--- src/rtl/axi_lite_cfg_pkg.sv ---
`default_nettype none
// ============================================================================
//  Module   : axi_lite_cfg_pkg
//  Purpose  : Shared types and constants for the AXI4-Lite configuration
//             sequencer: bus widths, AXI response codes and FSM encoding.
//  Ports    : none (package)
//  Revision : 1.0  initial release
// ============================================================================
package axi_lite_cfg_pkg;

  localparam int unsigned AXI_LITE_AW = 32;
  localparam int unsigned AXI_LITE_DW = 32;

  localparam logic [1:0] AXI_RESP_OKAY   = 2'b00;
  localparam logic [1:0] AXI_RESP_EXOKAY = 2'b01;
  localparam logic [1:0] AXI_RESP_SLVERR = 2'b10;
  localparam logic [1:0] AXI_RESP_DECERR = 2'b11;

  localparam logic [2:0] ST_ENC_INIT_WR  = 3'd0;
  localparam logic [2:0] ST_ENC_INIT_B   = 3'd1;
  localparam logic [2:0] ST_ENC_CMD_IDLE = 3'd2;
  localparam logic [2:0] ST_ENC_WR       = 3'd3;
  localparam logic [2:0] ST_ENC_WR_B     = 3'd4;
  localparam logic [2:0] ST_ENC_RD       = 3'd5;
  localparam logic [2:0] ST_ENC_RD_R     = 3'd6;
  localparam logic [2:0] ST_ENC_RSP      = 3'd7;

  typedef enum logic [2:0] {
    ST_INIT_WR  = ST_ENC_INIT_WR,
    ST_INIT_B   = ST_ENC_INIT_B,
    ST_CMD_IDLE = ST_ENC_CMD_IDLE,
    ST_WR       = ST_ENC_WR,
    ST_WR_B     = ST_ENC_WR_B,
    ST_RD       = ST_ENC_RD,
    ST_RD_R     = ST_ENC_RD_R,
    ST_RSP      = ST_ENC_RSP
  } state_e;

endpackage : axi_lite_cfg_pkg
`default_nettype wire

--- src/rtl/axi_lite_cfg_sequencer.sv ---
`default_nettype none
// ============================================================================
//  Module   : axi_lite_cfg_sequencer
//  Purpose  : AXI4-Lite master for the TIEOFF_M_AXI_CTRL_0 control port.
//             After reset it writes a parameterised (addr,data) table to the
//             slave exactly once, then serves single read/write commands from
//             a valid/ready command port and returns data plus RESP.
//  Ports    : aclk/aresetn        clock, async active-low reset
//             cmd_*               command request (valid/ready, write, addr,
//                                 wdata)
//             rsp_*               response (valid/ready, rdata, resp)
//             init_done/init_err  sticky init-sequence status
//             TIEOFF_M_AXI_CTRL_0_* AXI4-Lite master channels (no WSTRB/PROT)
//  Revision : 1.0  initial release
// ============================================================================
module axi_lite_cfg_sequencer
  import axi_lite_cfg_pkg::*;
#(
  parameter int unsigned INIT_DEPTH = 4,
  parameter logic [32*((INIT_DEPTH > 0) ? INIT_DEPTH : 1)-1:0] INIT_ADDR = '0,
  parameter logic [32*((INIT_DEPTH > 0) ? INIT_DEPTH : 1)-1:0] INIT_DATA = '0
) (
  input  logic                   aclk,
  input  logic                   aresetn,
  // command port
  input  logic                   cmd_valid,
  output logic                   cmd_ready,
  input  logic                   cmd_write,
  input  logic [AXI_LITE_AW-1:0] cmd_addr,
  input  logic [AXI_LITE_DW-1:0] cmd_wdata,
  // response port
  output logic                   rsp_valid,
  input  logic                   rsp_ready,
  output logic [AXI_LITE_DW-1:0] rsp_rdata,
  output logic [1:0]             rsp_resp,
  // status
  output logic                   init_done,
  output logic                   init_err,
  // AXI4-Lite master
  output logic [AXI_LITE_AW-1:0] TIEOFF_M_AXI_CTRL_0_awaddr,
  output logic                   TIEOFF_M_AXI_CTRL_0_awvalid,
  input  logic                   TIEOFF_M_AXI_CTRL_0_awready,
  output logic [AXI_LITE_DW-1:0] TIEOFF_M_AXI_CTRL_0_wdata,
  output logic                   TIEOFF_M_AXI_CTRL_0_wvalid,
  input  logic                   TIEOFF_M_AXI_CTRL_0_wready,
  input  logic [1:0]             TIEOFF_M_AXI_CTRL_0_bresp,
  input  logic                   TIEOFF_M_AXI_CTRL_0_bvalid,
  output logic                   TIEOFF_M_AXI_CTRL_0_bready,
  output logic [AXI_LITE_AW-1:0] TIEOFF_M_AXI_CTRL_0_araddr,
  output logic                   TIEOFF_M_AXI_CTRL_0_arvalid,
  input  logic                   TIEOFF_M_AXI_CTRL_0_arready,
  input  logic [AXI_LITE_DW-1:0] TIEOFF_M_AXI_CTRL_0_rdata,
  input  logic [1:0]             TIEOFF_M_AXI_CTRL_0_rresp,
  input  logic                   TIEOFF_M_AXI_CTRL_0_rvalid,
  output logic                   TIEOFF_M_AXI_CTRL_0_rready
);

  localparam int unsigned    IDX_W    = (INIT_DEPTH > 1) ? $clog2(INIT_DEPTH) : 1;
  localparam logic [IDX_W-1:0] LAST_IDX = (INIT_DEPTH > 0) ? IDX_W'(INIT_DEPTH - 1) : '0;

  state_e                 state_q;
  logic [IDX_W-1:0]       idx_q;
  logic                   aw_done_q;
  logic                   w_done_q;
  logic                   awvalid_q;
  logic                   wvalid_q;
  logic                   arvalid_q;
  logic                   bready_q;
  logic                   rready_q;
  logic [AXI_LITE_AW-1:0] awaddr_q;
  logic [AXI_LITE_DW-1:0] wdata_q;
  logic [AXI_LITE_AW-1:0] araddr_q;
  logic                   rsp_valid_q;
  logic [AXI_LITE_DW-1:0] rsp_rdata_q;
  logic [1:0]             rsp_resp_q;
  logic                   init_done_q;
  logic                   init_err_q;

  logic                   w_aw_hs;
  logic                   w_w_hs;
  logic                   w_aw_fin;
  logic                   w_w_fin;
  logic [AXI_LITE_AW-1:0] w_init_addr;
  logic [AXI_LITE_DW-1:0] w_init_data;

  // Table entries are 32 bits wide, so {idx,5'b0} is the bit offset of entry idx.
  assign w_init_addr = INIT_ADDR[{idx_q, 5'b0} +: AXI_LITE_AW];
  assign w_init_data = INIT_DATA[{idx_q, 5'b0} +: AXI_LITE_DW];

  assign w_aw_hs  = awvalid_q & TIEOFF_M_AXI_CTRL_0_awready;
  assign w_w_hs   = wvalid_q  & TIEOFF_M_AXI_CTRL_0_wready;
  // A channel is finished if it completed earlier or is completing right now.
  assign w_aw_fin = aw_done_q | w_aw_hs;
  assign w_w_fin  = w_done_q  | w_w_hs;

  always_ff @(posedge aclk or negedge aresetn) begin
    if (!aresetn) begin
      state_q     <= (INIT_DEPTH == 0) ? ST_CMD_IDLE : ST_INIT_WR;
      idx_q       <= '0;
      aw_done_q   <= 1'b0;
      w_done_q    <= 1'b0;
      awvalid_q   <= 1'b0;
      wvalid_q    <= 1'b0;
      arvalid_q   <= 1'b0;
      bready_q    <= 1'b0;
      rready_q    <= 1'b0;
      awaddr_q    <= '0;
      wdata_q     <= '0;
      araddr_q    <= '0;
      rsp_valid_q <= 1'b0;
      rsp_rdata_q <= '0;
      rsp_resp_q  <= AXI_RESP_OKAY;
      init_done_q <= 1'b0;
      init_err_q  <= 1'b0;
    end else begin
      case (state_q)
        ST_INIT_WR, ST_WR: begin
          // AW and W retire independently; each valid drops on its own handshake.
          if (w_aw_hs) begin
            awvalid_q <= 1'b0;
            aw_done_q <= 1'b1;
          end else if (state_q == ST_INIT_WR && !awvalid_q && !aw_done_q) begin
            awvalid_q <= 1'b1;
            awaddr_q  <= w_init_addr;
          end
          if (w_w_hs) begin
            wvalid_q <= 1'b0;
            w_done_q <= 1'b1;
          end else if (state_q == ST_INIT_WR && !wvalid_q && !w_done_q) begin
            wvalid_q <= 1'b1;
            wdata_q  <= w_init_data;
          end
          if (w_aw_fin && w_w_fin) begin
            aw_done_q <= 1'b0;
            w_done_q  <= 1'b0;
            bready_q  <= 1'b1;
            state_q   <= (state_q == ST_INIT_WR) ? ST_INIT_B : ST_WR_B;
          end
        end

        ST_INIT_B: begin
          if (TIEOFF_M_AXI_CTRL_0_bvalid) begin
            bready_q <= 1'b0;
            if (TIEOFF_M_AXI_CTRL_0_bresp != AXI_RESP_OKAY) begin
              init_err_q <= 1'b1;
            end
            if (idx_q == LAST_IDX) begin
              init_done_q <= 1'b1;
              state_q     <= ST_CMD_IDLE;
            end else begin
              idx_q   <= idx_q + 1'b1;
              state_q <= ST_INIT_WR;
            end
          end
        end

        ST_CMD_IDLE: begin
          // Only reachable with init_done low when the table is empty.
          if (!init_done_q) begin
            init_done_q <= 1'b1;
          end else if (cmd_valid) begin
            if (cmd_write) begin
              awaddr_q  <= cmd_addr;
              wdata_q   <= cmd_wdata;
              awvalid_q <= 1'b1;
              wvalid_q  <= 1'b1;
              state_q   <= ST_WR;
            end else begin
              araddr_q  <= cmd_addr;
              arvalid_q <= 1'b1;
              state_q   <= ST_RD;
            end
          end
        end

        ST_WR_B: begin
          if (TIEOFF_M_AXI_CTRL_0_bvalid) begin
            bready_q    <= 1'b0;
            rsp_resp_q  <= TIEOFF_M_AXI_CTRL_0_bresp;
            rsp_rdata_q <= '0;
            rsp_valid_q <= 1'b1;
            state_q     <= ST_RSP;
          end
        end

        ST_RD: begin
          if (TIEOFF_M_AXI_CTRL_0_arready) begin
            arvalid_q <= 1'b0;
            rready_q  <= 1'b1;
            state_q   <= ST_RD_R;
          end
        end

        ST_RD_R: begin
          if (TIEOFF_M_AXI_CTRL_0_rvalid) begin
            rready_q    <= 1'b0;
            rsp_rdata_q <= TIEOFF_M_AXI_CTRL_0_rdata;
            rsp_resp_q  <= TIEOFF_M_AXI_CTRL_0_rresp;
            rsp_valid_q <= 1'b1;
            state_q     <= ST_RSP;
          end
        end

        ST_RSP: begin
          if (rsp_ready) begin
            rsp_valid_q <= 1'b0;
            state_q     <= ST_CMD_IDLE;
          end
        end

        default: state_q <= ST_CMD_IDLE;
      endcase
    end
  end

  assign cmd_ready = (state_q == ST_CMD_IDLE) && init_done_q;

  assign rsp_valid = rsp_valid_q;
  assign rsp_rdata = rsp_rdata_q;
  assign rsp_resp  = rsp_resp_q;
  assign init_done = init_done_q;
  assign init_err  = init_err_q;

  assign TIEOFF_M_AXI_CTRL_0_awaddr  = awaddr_q;
  assign TIEOFF_M_AXI_CTRL_0_awvalid = awvalid_q;
  assign TIEOFF_M_AXI_CTRL_0_wdata   = wdata_q;
  assign TIEOFF_M_AXI_CTRL_0_wvalid  = wvalid_q;
  assign TIEOFF_M_AXI_CTRL_0_bready  = bready_q;
  assign TIEOFF_M_AXI_CTRL_0_araddr  = araddr_q;
  assign TIEOFF_M_AXI_CTRL_0_arvalid = arvalid_q;
  assign TIEOFF_M_AXI_CTRL_0_rready  = rready_q;

endmodule : axi_lite_cfg_sequencer
`default_nettype wire

--- config.mk ---
export PLATFORM = sky130hd
export DESIGN_NAME = axi_lite_cfg_sequencer
export DESIGN_NICKNAME = d
export VERILOG_FILES = /design/src/rtl/axi_lite_cfg_pkg.sv /design/src/rtl/axi_lite_cfg_sequencer.sv
export SDC_FILE = /design/constraint.sdc
export NUM_CORES = 1
export LEC_CHECK = 0
export CORE_UTILIZATION = 39
export DETAILED_ROUTE_END_ITERATION = 16
export PLACE_DENSITY = 0.84
export SLEW_MARGIN = 20
export SYNTH_ARGS = -nofsm -noshare
export SYNTH_HDL_FRONTEND = slang
export SYNTH_SLANG_ARGS = --single-unit
--- constraint.sdc ---
create_clock -name aclk -period 1.75 [get_ports aclk]
set_clock_uncertainty 0.05 [all_clocks]
set_input_delay 0.4375 -clock aclk [delete_from_list [all_inputs] [get_ports aclk]]
set_output_delay 0.4375 -clock aclk [all_outputs]
set_load 0.1 [all_outputs]
# Yosys cells after proc, flatten, opt, wreduce, memory -nomap -nowiden
# Index checks and enable logic that the tools add are counted.
# word_totals
register_bits	145
inputBits	110
output_inout_bits	139
word_cells	151
# op_classes
addsub	1
n_eq_ne	26
shift	1
n_mux	61
n_bitwise	6
reduce_logical	39
# ops
operator	n
2-to-1 mux 32 bit	12
one-hot mux 32 bit (2 select lines)	3
variable part select 128 x 8 -> 32 bit, first input constant	1
2-to-1 mux 3 bit	10
inequality test 2 bit, second input constant	15
2-to-1 mux 1 bit	24
one-hot mux 3 bit (7 select lines)	1
AND reduction 3 bit	6
nonzero test 2 bit	9
AND reduction 5 bit	3
== test 3 bit, second input constant	4
one-hot mux 1 bit (2 select lines)	6
AND reduction 6 bit	2
AND reduction 4 bit	2
AND reduction 8 bit	1
== test 3 x 2 -> 1 bit, second input constant	2
logical AND 1 bit	6
2-to-1 mux 2 bit	3
inequality test 3 bit, second input constant	2
zero test 1 bit	4
one-hot mux 2 bit (2 select lines)	1
AND reduction 2 bit	2
OR reduction 2 bit	2
== test 3 x 1 -> 1 bit, second input constant	1
other kinds (9)	12

# Longest topological paths before layout
# Gate-level depths: netlist (run 1).
# depth
ltp_word	6
depth_mapped	6
mapped_depth_nobuf	4

# Worst setup path before layout (run 1)
# No wires, ideal clock.
# synth_timing
kind	register to output
from	register state_q[2]
to	output cmd_ready
t_arrival_ns	1.999
required_ns	1.262
slack_ns	-0.736
stages_incl_launch_ff	6
path_buffers	3
cell_sequence	dfrtp_1 buf_2 nor3b_2 buf_2 buf_1 and2_1
# synth_between
elab_chain_cells	2
# synth_rtl
item	line	text
start: declaration	axi_lite_cfg_sequencer.sv:61	state_e state_q;
start signal: assignment	axi_lite_cfg_sequencer.sv:98	state_q <= (INIT_DEPTH == 0) ? ST_CMD_IDLE : ST_INIT_WR;
start signal: assignment	axi_lite_cfg_sequencer.sv:137	state_q <= (state_q == ST_INIT_WR) ? ST_INIT_B : ST_WR_B;
== test 3 x 2 -> 1 bit	axi_lite_cfg_sequencer.sv:216	assign cmd_ready = (state_q == ST_CMD_IDLE) && init_done_q;
logical AND 1 bit	axi_lite_cfg_sequencer.sv:216	
end: declaration	axi_lite_cfg_sequencer.sv:27	output logic cmd_ready,
# Every way passes these cells.

# Worst setup path after layout (run 1)
# layout_timing
from	register state_q[0]
to	register state_q[1]
# layout_between
elab_chain_cells	4
# layout_rtl
item	line	text
== test 3 x 2 -> 1 bit or zero test 3 bit (tied branches)	axi_lite_cfg_sequencer.sv:116	case (state_q)
OR reduction 2 bit	axi_lite_cfg_sequencer.sv:116	
inequality test 2 bit (no source line)	n/a	
AND reduction 8 bit (no source line)	n/a	
# Several ways; a longest one is shown, not always the timed one.
# A chain may end at the register's enable or synchronous reset.

==> reports/metrics.csv, run 1 <==
stage;metric;value;unit
clock_tree;CTS Sinks;145;
logic_synthesis;Seq/Total Area, Yosys;0.600;
placement;GP Congestion;0.816;
setup_path;CP startpoint kind;register;
sta;final hold vios;0;
detailed_routing;Via density;5.02;
detailed_routing;Iteration-0 DRC Markers;148;
sta;RSZ-0062 raised after global routing;true;
detailed_routing;First-pass DRT Iterations;4;
clock_tree;clk root buf;clkbuf_16;
clock_tree;Clock Tree Buf Depth;2;
logic_synthesis;Syn. warnings;0;
layout;Filler Cells Inserted;810;
setup_path;Crit Path Category;register to register;
setup_path;CP Capture Type;register;
sta;final number of max-transition violations;0;
logic_synthesis;Distinct cells, synth;42;
detailed_routing;Final ANT Viol Nets;0;
detailed_routing;Remaining DRCs;0;
logic_synthesis;Mean Syn Cell Area;12.0;µm²
placement;Place WS;-0.330;ns
run_status;status;finished with violations;
global_route;largest net degree at the start of global routing;45;
global_route;met3 GRT Util;0.0696;
sta;worst setup margin;-0.281;ns
layout;fin cells;1008;
logic_synthesis;Syn Std Cell Area;6050;µm²
global_route;Top Usage Layer GRT;met2;
detailed_routing;DR WL/cell;20.4;µm
global_route;met1 Use GR;0.279;
sta;Final period util;1.16;
setup_path;critical path cell sequence;buf_4 -> buf_8 -> nor2b_2 -> buf_4 -> a32o_2 -> a211o_1 -> o221a_2;
logic_synthesis;Syn Nets;615;
sta;Slew headroom;0.731;
sta;Setup Viol. Count Final;115;
floorplan;Initial Util;0.400;
sta;actual slew at the worst max-slew pin;0.404;ns
layout;Antenna Cells;0;
sta;Max Freq;0.492;GHz
logic_synthesis;Syn Inst Count;504;
global_route;initial antenna violation count;0;
setup_path;r2r setup slk;-0.28;ns
setup_path;Max stage delay on crit path;0.41;ns
run_status;failing checks;negative setup slack;
global_route;global-route wire length before repair;28800;µm
clock_tree;Num CTS Buffers;17;
floorplan;total die area;16000;µm²
setup_path;WP data required;1.99;ns
floorplan;die width;127;µm
job;max_cap viols;0;
sta;clock period minus worst slack;2.03;ns
setup_path;Worst EP arrival;2.27;ns
detailed_routing;routed vias;5061;
floorplan;I/O pin cnt;249;
placement;IO Port Bufs;248;
setup_path;CP max FO;5;
global_route;GR Util met2;0.419;
layout;fraction of layout cells with a size suffix above 1;0.363;
clock_tree;H-tree depth;4;
floorplan;Die Height;127;µm
floorplan;Rows;45;
setup_path;critical path's slowest cell;dfrtp_1;
layout;Syn-to-layout area delta;95.1;%
floorplan;Core Area;15100;µm²
global_route;grt total ovfl;0;
layout;commonest non-fill, non-tap cell in the layout;buf_12;
placement;Post-Place Cells;945;
layout;Layout Nets;919;
clock_tree;Clock Pin Slew Worst Setup and Hold Paths;0.06;ns
clock_tree;CTS tree;built;
global_route;gr usage total;0.238;
layout;commonest cells after routing, fill and taps aside;buf_12 (148), dfrtp_1 (142), clkdlybuf4s50_1 (108);
min_path;Worst Hold Class;register to register;
global_route;number of global-route vias before repair;5287;
detailed_routing;final wirelength;20600;µm
logic_synthesis;post-synthesis register bit count;145;
clock_tree;Worst-Skew Late Latency;0.42;ns
placement;DP HPWL;12400;µm
setup_path;Top cell by count, worst path;buf_4;
## worst max-delay path: cells and delay by family (launching register included)
kind | cells | cell delay (ns)
flip-flops | 1 | 0.41
AO/OA/AOI/OAI | 3 | 0.85
buffers and inverters | 3 | 0.42
AND/OR/NAND/NOR | 1 | 0.18
## per-layer routing
metal / routed length [µm] / vias to the layer above
li1: - / 2287
met1: 7870 / 2537
met2: 11300 / 208
met3: 1070 / 29
met4: 354 / 0
met5: 0 / -
## timing repair
action                                  CTS  global route
hold buffers                              1             0
gates cloned                              4            14
resized for setup                        14            45
endpoints found under the hold margin    27             0
setup buffers                             6            13
pin swaps                                 1            23
endpoints found under the setup margin   67           116
## kinds of logic after synthesis
kind of cell               Yosys count  share of synthesized area
xor gates and xnor gates             2                    0.00290
AOI/OAI and AO/OA                   61                     0.0817
DFF                                145                      0.600
adders and majority gates            1                    0.00207
buffers and inverters               98                     0.0699
muxes                              100                      0.172
and+or+nand+nor                     97                     0.0713
## Yosys cell counts (all sizes together)
| master | number | area (µm²) |
|---|---|---|
| clkbuf | 7 | 26.3 |
| or2 | 1 | 6.26 |
| o22a | 3 | 26.3 |
| a22o | 32 | 280 |
| and2 | 1 | 6.26 |
| nor2 | 6 | 22.5 |
| nor3 | 3 | 15.0 |
| a32o | 1 | 10.0 |
| nand2b | 3 | 18.8 |
| mux2 | 34 | 383 |
| o221a | 1 | 11.3 |
| or3 | 1 | 6.26 |
| a31oi | 2 | 12.5 |
| xnor2 | 1 | 8.76 |
| a221oi | 1 | 15.0 |
| o22ai | 1 | 6.26 |
| xor2 | 1 | 8.76 |
| and3 | 3 | 18.8 |
| nand3 | 2 | 15.0 |
| inv | 69 | 259 |
| mux2i | 66 | 661 |
| buf | 21 | 134 |
| o2111ai | 2 | 30.0 |
| nand2 | 72 | 270 |
| a21oi | 6 | 30.0 |
| nor3b | 2 | 31.3 |
| a211o | 2 | 17.5 |
| o31ai | 1 | 7.51 |
| ha | 1 | 12.5 |
| clkinv | 1 | 3.75 |
| dfrtp | 145 | 3630 |
| o21ai | 8 | 40.0 |
| nor2b | 3 | 21.3 |
| o21bai | 1 | 7.51 |
## registers in the layout, summed over array words and instances, names as in the netlist, 2 cells and up
name                        flops
TIEOFF_M_AXI_CTRL_0_araddr     32
rsp_resp                        2
state_q                         3
TIEOFF_M_AXI_CTRL_0_wdata      32
idx_q                           2
TIEOFF_M_AXI_CTRL_0_awaddr     32
rsp_rdata                      32
## per-stage QoR
step                      instance area (µm²)  hold slack (ns)   util  TNS (ns)
after floorplan                          6210           0.0919      -    -0.561
after global placement                  10500            0.288  0.694    -28.15
after detailed placement                10500            0.295  0.694    -32.83
after CTS                               11300            0.427  0.748    -0.606
after global routing                    11800            0.446  0.780    -15.37
final                                   11800            0.421  0.780     -7.41
## path summary, 6_finish.rpt
check	cells after the start	to	from
worst min-delay path	1	idx_q[0]$_DFFE_PN0P_	idx_q[0]$_DFFE_PN0P_
worst max register to register	7	state_q[1]$_DFFE_PN0P_	state_q[0]$_DFFE_PN0P_
worst max-delay path	7	state_q[1]$_DFFE_PN0P_	state_q[0]$_DFFE_PN0P_
min in group asynchronous	2	TIEOFF_M_AXI_CTRL_0_wdata[10]$_DFFE_PN0P_	aresetn
worst min register to register	1	idx_q[0]$_DFFE_PN0P_	idx_q[0]$_DFFE_PN0P_
max in group asynchronous	3	init_done$_DFFE_PN0P_	aresetn
## area by class of cell
type                    instances  area (µm²)  share of cell area
clock inverters                10         125              0.0106
multi-input cells             261        2270               0.193
inverters                      70         267              0.0226
clock buffers                  21         480              0.0407
repair buffers                313        4790               0.405
flip-flops and latches        145        3640               0.308
well taps                     188         235              0.0199
Power of run 1 is not shown: default switching activity piles up to over one toggle a cycle in this logic, so the estimate is an artifact.
==> run 2: changes to the inputs <==
CORE_UTILIZATION = 45   (was 39)
PLACE_DENSITY = 0.9   (was 0.84)
clock period = 2.5 ns   (was 1.75 ns; I/O delays follow)
==> run 2 against run 1 <==
The flow now finishes without violations. Cell area is 24% lower. Register-to-register slack improved by 0.88 ns. First-iteration DRC count increased by 49%. Worst setup slack better by 0.47 ns. Routed wire length down 26%. Sequential share of layout area increased by 9.4 points. Utilization shrank 7.9 points. Count of clock-buffer cells in the layout shrank 1. Global-route usage down 1.0 points. Die area down 13%. Largest cell class is now registers.
==> reports/metrics.csv, run 2 (synthesis gave the netlist of run 1 again) <==
stage;metric;value;unit;change
sta;final hold vios;0;;unchanged
setup_path;r2r setup slk;0.60;ns;was -0.28 ns
sta;Slew headroom;0.619;;was 0.731
clock_tree;cts hold-fix bufs;0;;was 1
clock_tree;post-cts sizing count;0;;was 14
floorplan;die width;118;µm;was 127 µm
clock_tree;CTS tree;built;;unchanged
sta;Max Freq;0.433;GHz;
clock_tree;H-tree depth;4;;unchanged
sta;Setup Viol. Count Final;0;;was 115
detailed_routing;met3 wire length;997;µm;was 1070 µm
setup_path;CP max FO;11;;was 5
sta;clock period minus worst slack;2.31;ns;
clock_tree;Post-CTS Setup Bufs;0;;was 6
placement;IO Port Bufs;248;;unchanged
job;max_cap viols;0;;unchanged
detailed_routing;Remaining DRCs;0;;unchanged
global_route;number of global-route vias before repair;4953;;was 5,287
global_route;global-route wire length before repair;24800;µm;was 28,800 µm
floorplan;Rows;41;;was 45
floorplan;I/O pin cnt;249;;unchanged
detailed_routing;Iteration-0 DRC Markers;221;;was 148
sta;Final TNS setup;0;ns;was -7.41 ns
detailed_routing;Via density;4.96;;was 5.02
sta;worst setup margin;0.188;ns;was -0.281 ns
floorplan;Die Height;118;µm;was 127 µm
run_status;status;finished, final reports clean;;was finished with violations
clock_tree;CTS Sinks;145;;unchanged
setup_path;Worst EP arrival;1.64;ns;was 2.27 ns
layout;Antenna Cells;0;;unchanged
layout;commonest non-fill, non-tap cell in the layout;buf_4;;was buf_12
global_route;initial antenna violation count;0;;unchanged
placement;Place WS;0.145;ns;was -0.330 ns
setup_path;CP startpoint kind;register;;unchanged
detailed_routing;final wirelength;15200;µm;was 20,600 µm
clock_tree;clk root buf;clkbuf_16;;unchanged
sta;Final period util;0.925;;
detailed_routing;DR WL/cell;16.2;µm;was 20.4 µm
layout;Syn-to-layout area delta;49.0;%;was 95.1%
sta;actual slew at the worst max-slew pin;0.567;ns;was 0.404 ns
layout;cell area after layout;9020;µm²;was 11,800 µm²
detailed_routing;M1 wire length;6250;µm;was 7870 µm
layout;Filler Cells Inserted;952;;was 810
floorplan;Core Area;12900;µm²;was 15,100 µm²
sta;RSZ-0062 raised after global routing;false;;was true
sta;final number of max-transition violations;0;;unchanged
global_route;gr usage total;0.227;;was 0.238
layout;Layout Nets;868;;was 919
layout;commonest cells after routing, fill and taps aside;buf_4 (146), dfrtp_1 (144), clkdlybuf4s50_1 (108);;was buf_12 (148), dfrtp_1 (142), clkdlybuf4s50_1 (108)
floorplan;total die area;13900;µm²;was 16,000 µm²
detailed_routing;DR WL met2;7680;µm;was 11,300 µm
placement;GP Congestion;0.812;;was 0.816
detailed_routing;highest routed metal layer;met4;;unchanged
global_route;grt total ovfl;0;;unchanged
setup_path;CP Capture Type;output port;;was register
setup_path;worst r2r path cells;4;;was 7
setup_path;Crit Path Category;register to output port;;was register to register
min_path;Worst Hold Class;input pin to asynchronous set/reset pin;;was register to register
clock_tree;Clock Tree Buf Depth;2;;unchanged
placement;DP HPWL;11200;µm;was 12,400 µm
global_route;largest net degree at the start of global routing;49;;was 45
detailed_routing;First-pass DRT Iterations;4;;unchanged
detailed_routing;Final ANT Viol Nets;0;;unchanged
clock_tree;Num CTS Buffers;17;;unchanged
clock_tree;Clock Pin Slew Worst Setup and Hold Paths;0.05;ns;was 0.06 ns
sta;Fin Hold WS;0.0794;ns;was 0.421 ns
setup_path;WP data required;1.82;ns;was 1.99 ns
detailed_routing;routed vias;4666;;was 5,061
placement;DP Area;8460;µm²;was 10,500 µm²
setup_path;reg2reg end;TIEOFF_M_AXI_CTRL_0_araddr[26]$_DFFE_PN0P_;;was state_q[1]$_DFFE_PN0P_
layout;fraction of layout cells with a size suffix above 1;0.294;;was 0.363
setup_path;Reg-to-Reg Start;state_q[0]$_DFFE_PN0P_;;unchanged
floorplan;Initial Util;0.470;;was 0.400
clock_tree;Worst-Skew Late Latency;0.41;ns;was 0.42 ns
-- run 2: worst max-delay path by stage --
stage | slack [ns] | cells past startpoint | startpoint | to
after floorplan | 0.11 | 5 | state_q[2]$_DFFE_PN0P_ | cmd_ready
after global placement | 0.22 | 5 | cmd_valid | TIEOFF_M_AXI_CTRL_0_araddr[0]$_DFFE_PN0P_
after CTS | 0.07 | 3 | state_q[1]$_DFFE_PN0P_ | cmd_ready
after global routing | 0.10 | 3 | state_q[0]$_DFFE_PN0P_ | cmd_ready
final | 0.19 | 3 | state_q[0]$_DFFE_PN0P_ | cmd_ready
after detailed placement | 0.15 | 6 | cmd_write | TIEOFF_M_AXI_CTRL_0_awaddr[0]$_DFFE_PN0P_
-- run 2: area by class of cell --
| type | count | area, µm² | share of cell area |
|---|---|---|---|
| clock buffers | 20 | 437 | 0.0484 |
| clock inverters | 11 | 116 | 0.0129 |
| inverters | 70 | 263 | 0.0291 |
| flip-flops and latches | 145 | 3630 | 0.402 |
| multi-input cells | 261 | 2030 | 0.225 |
| repair buffers | 262 | 2330 | 0.258 |
| well taps | 172 | 215 | 0.0239 |
-- run 2: worst max-delay path: stages, from the launching register on --
cell and delay [ns]:
dfrtp_1 0.52, nor3b_4 0.32, and2_2 0.21, buf_12 0.17
-- run 2: routing by layer --
| metal | vias to the layer above | GRT usage |
|---|---|---|
| li1 | 2184 | - |
| met1 | 2282 | 0.276 |
| met2 | 178 | 0.382 |
| met3 | 22 | 0.0654 |
| met4 | 0 | 0.0857 |
| met5 | - | 0 |
-- run 2: stage by stage --
step,util,std cells
floorplan,-,504
global placement,0.657,910
detailed placement,0.657,910
CTS,0.700,941
global route,0.700,941
finish,0.700,941
Power of run 2 is left out for the same reason.
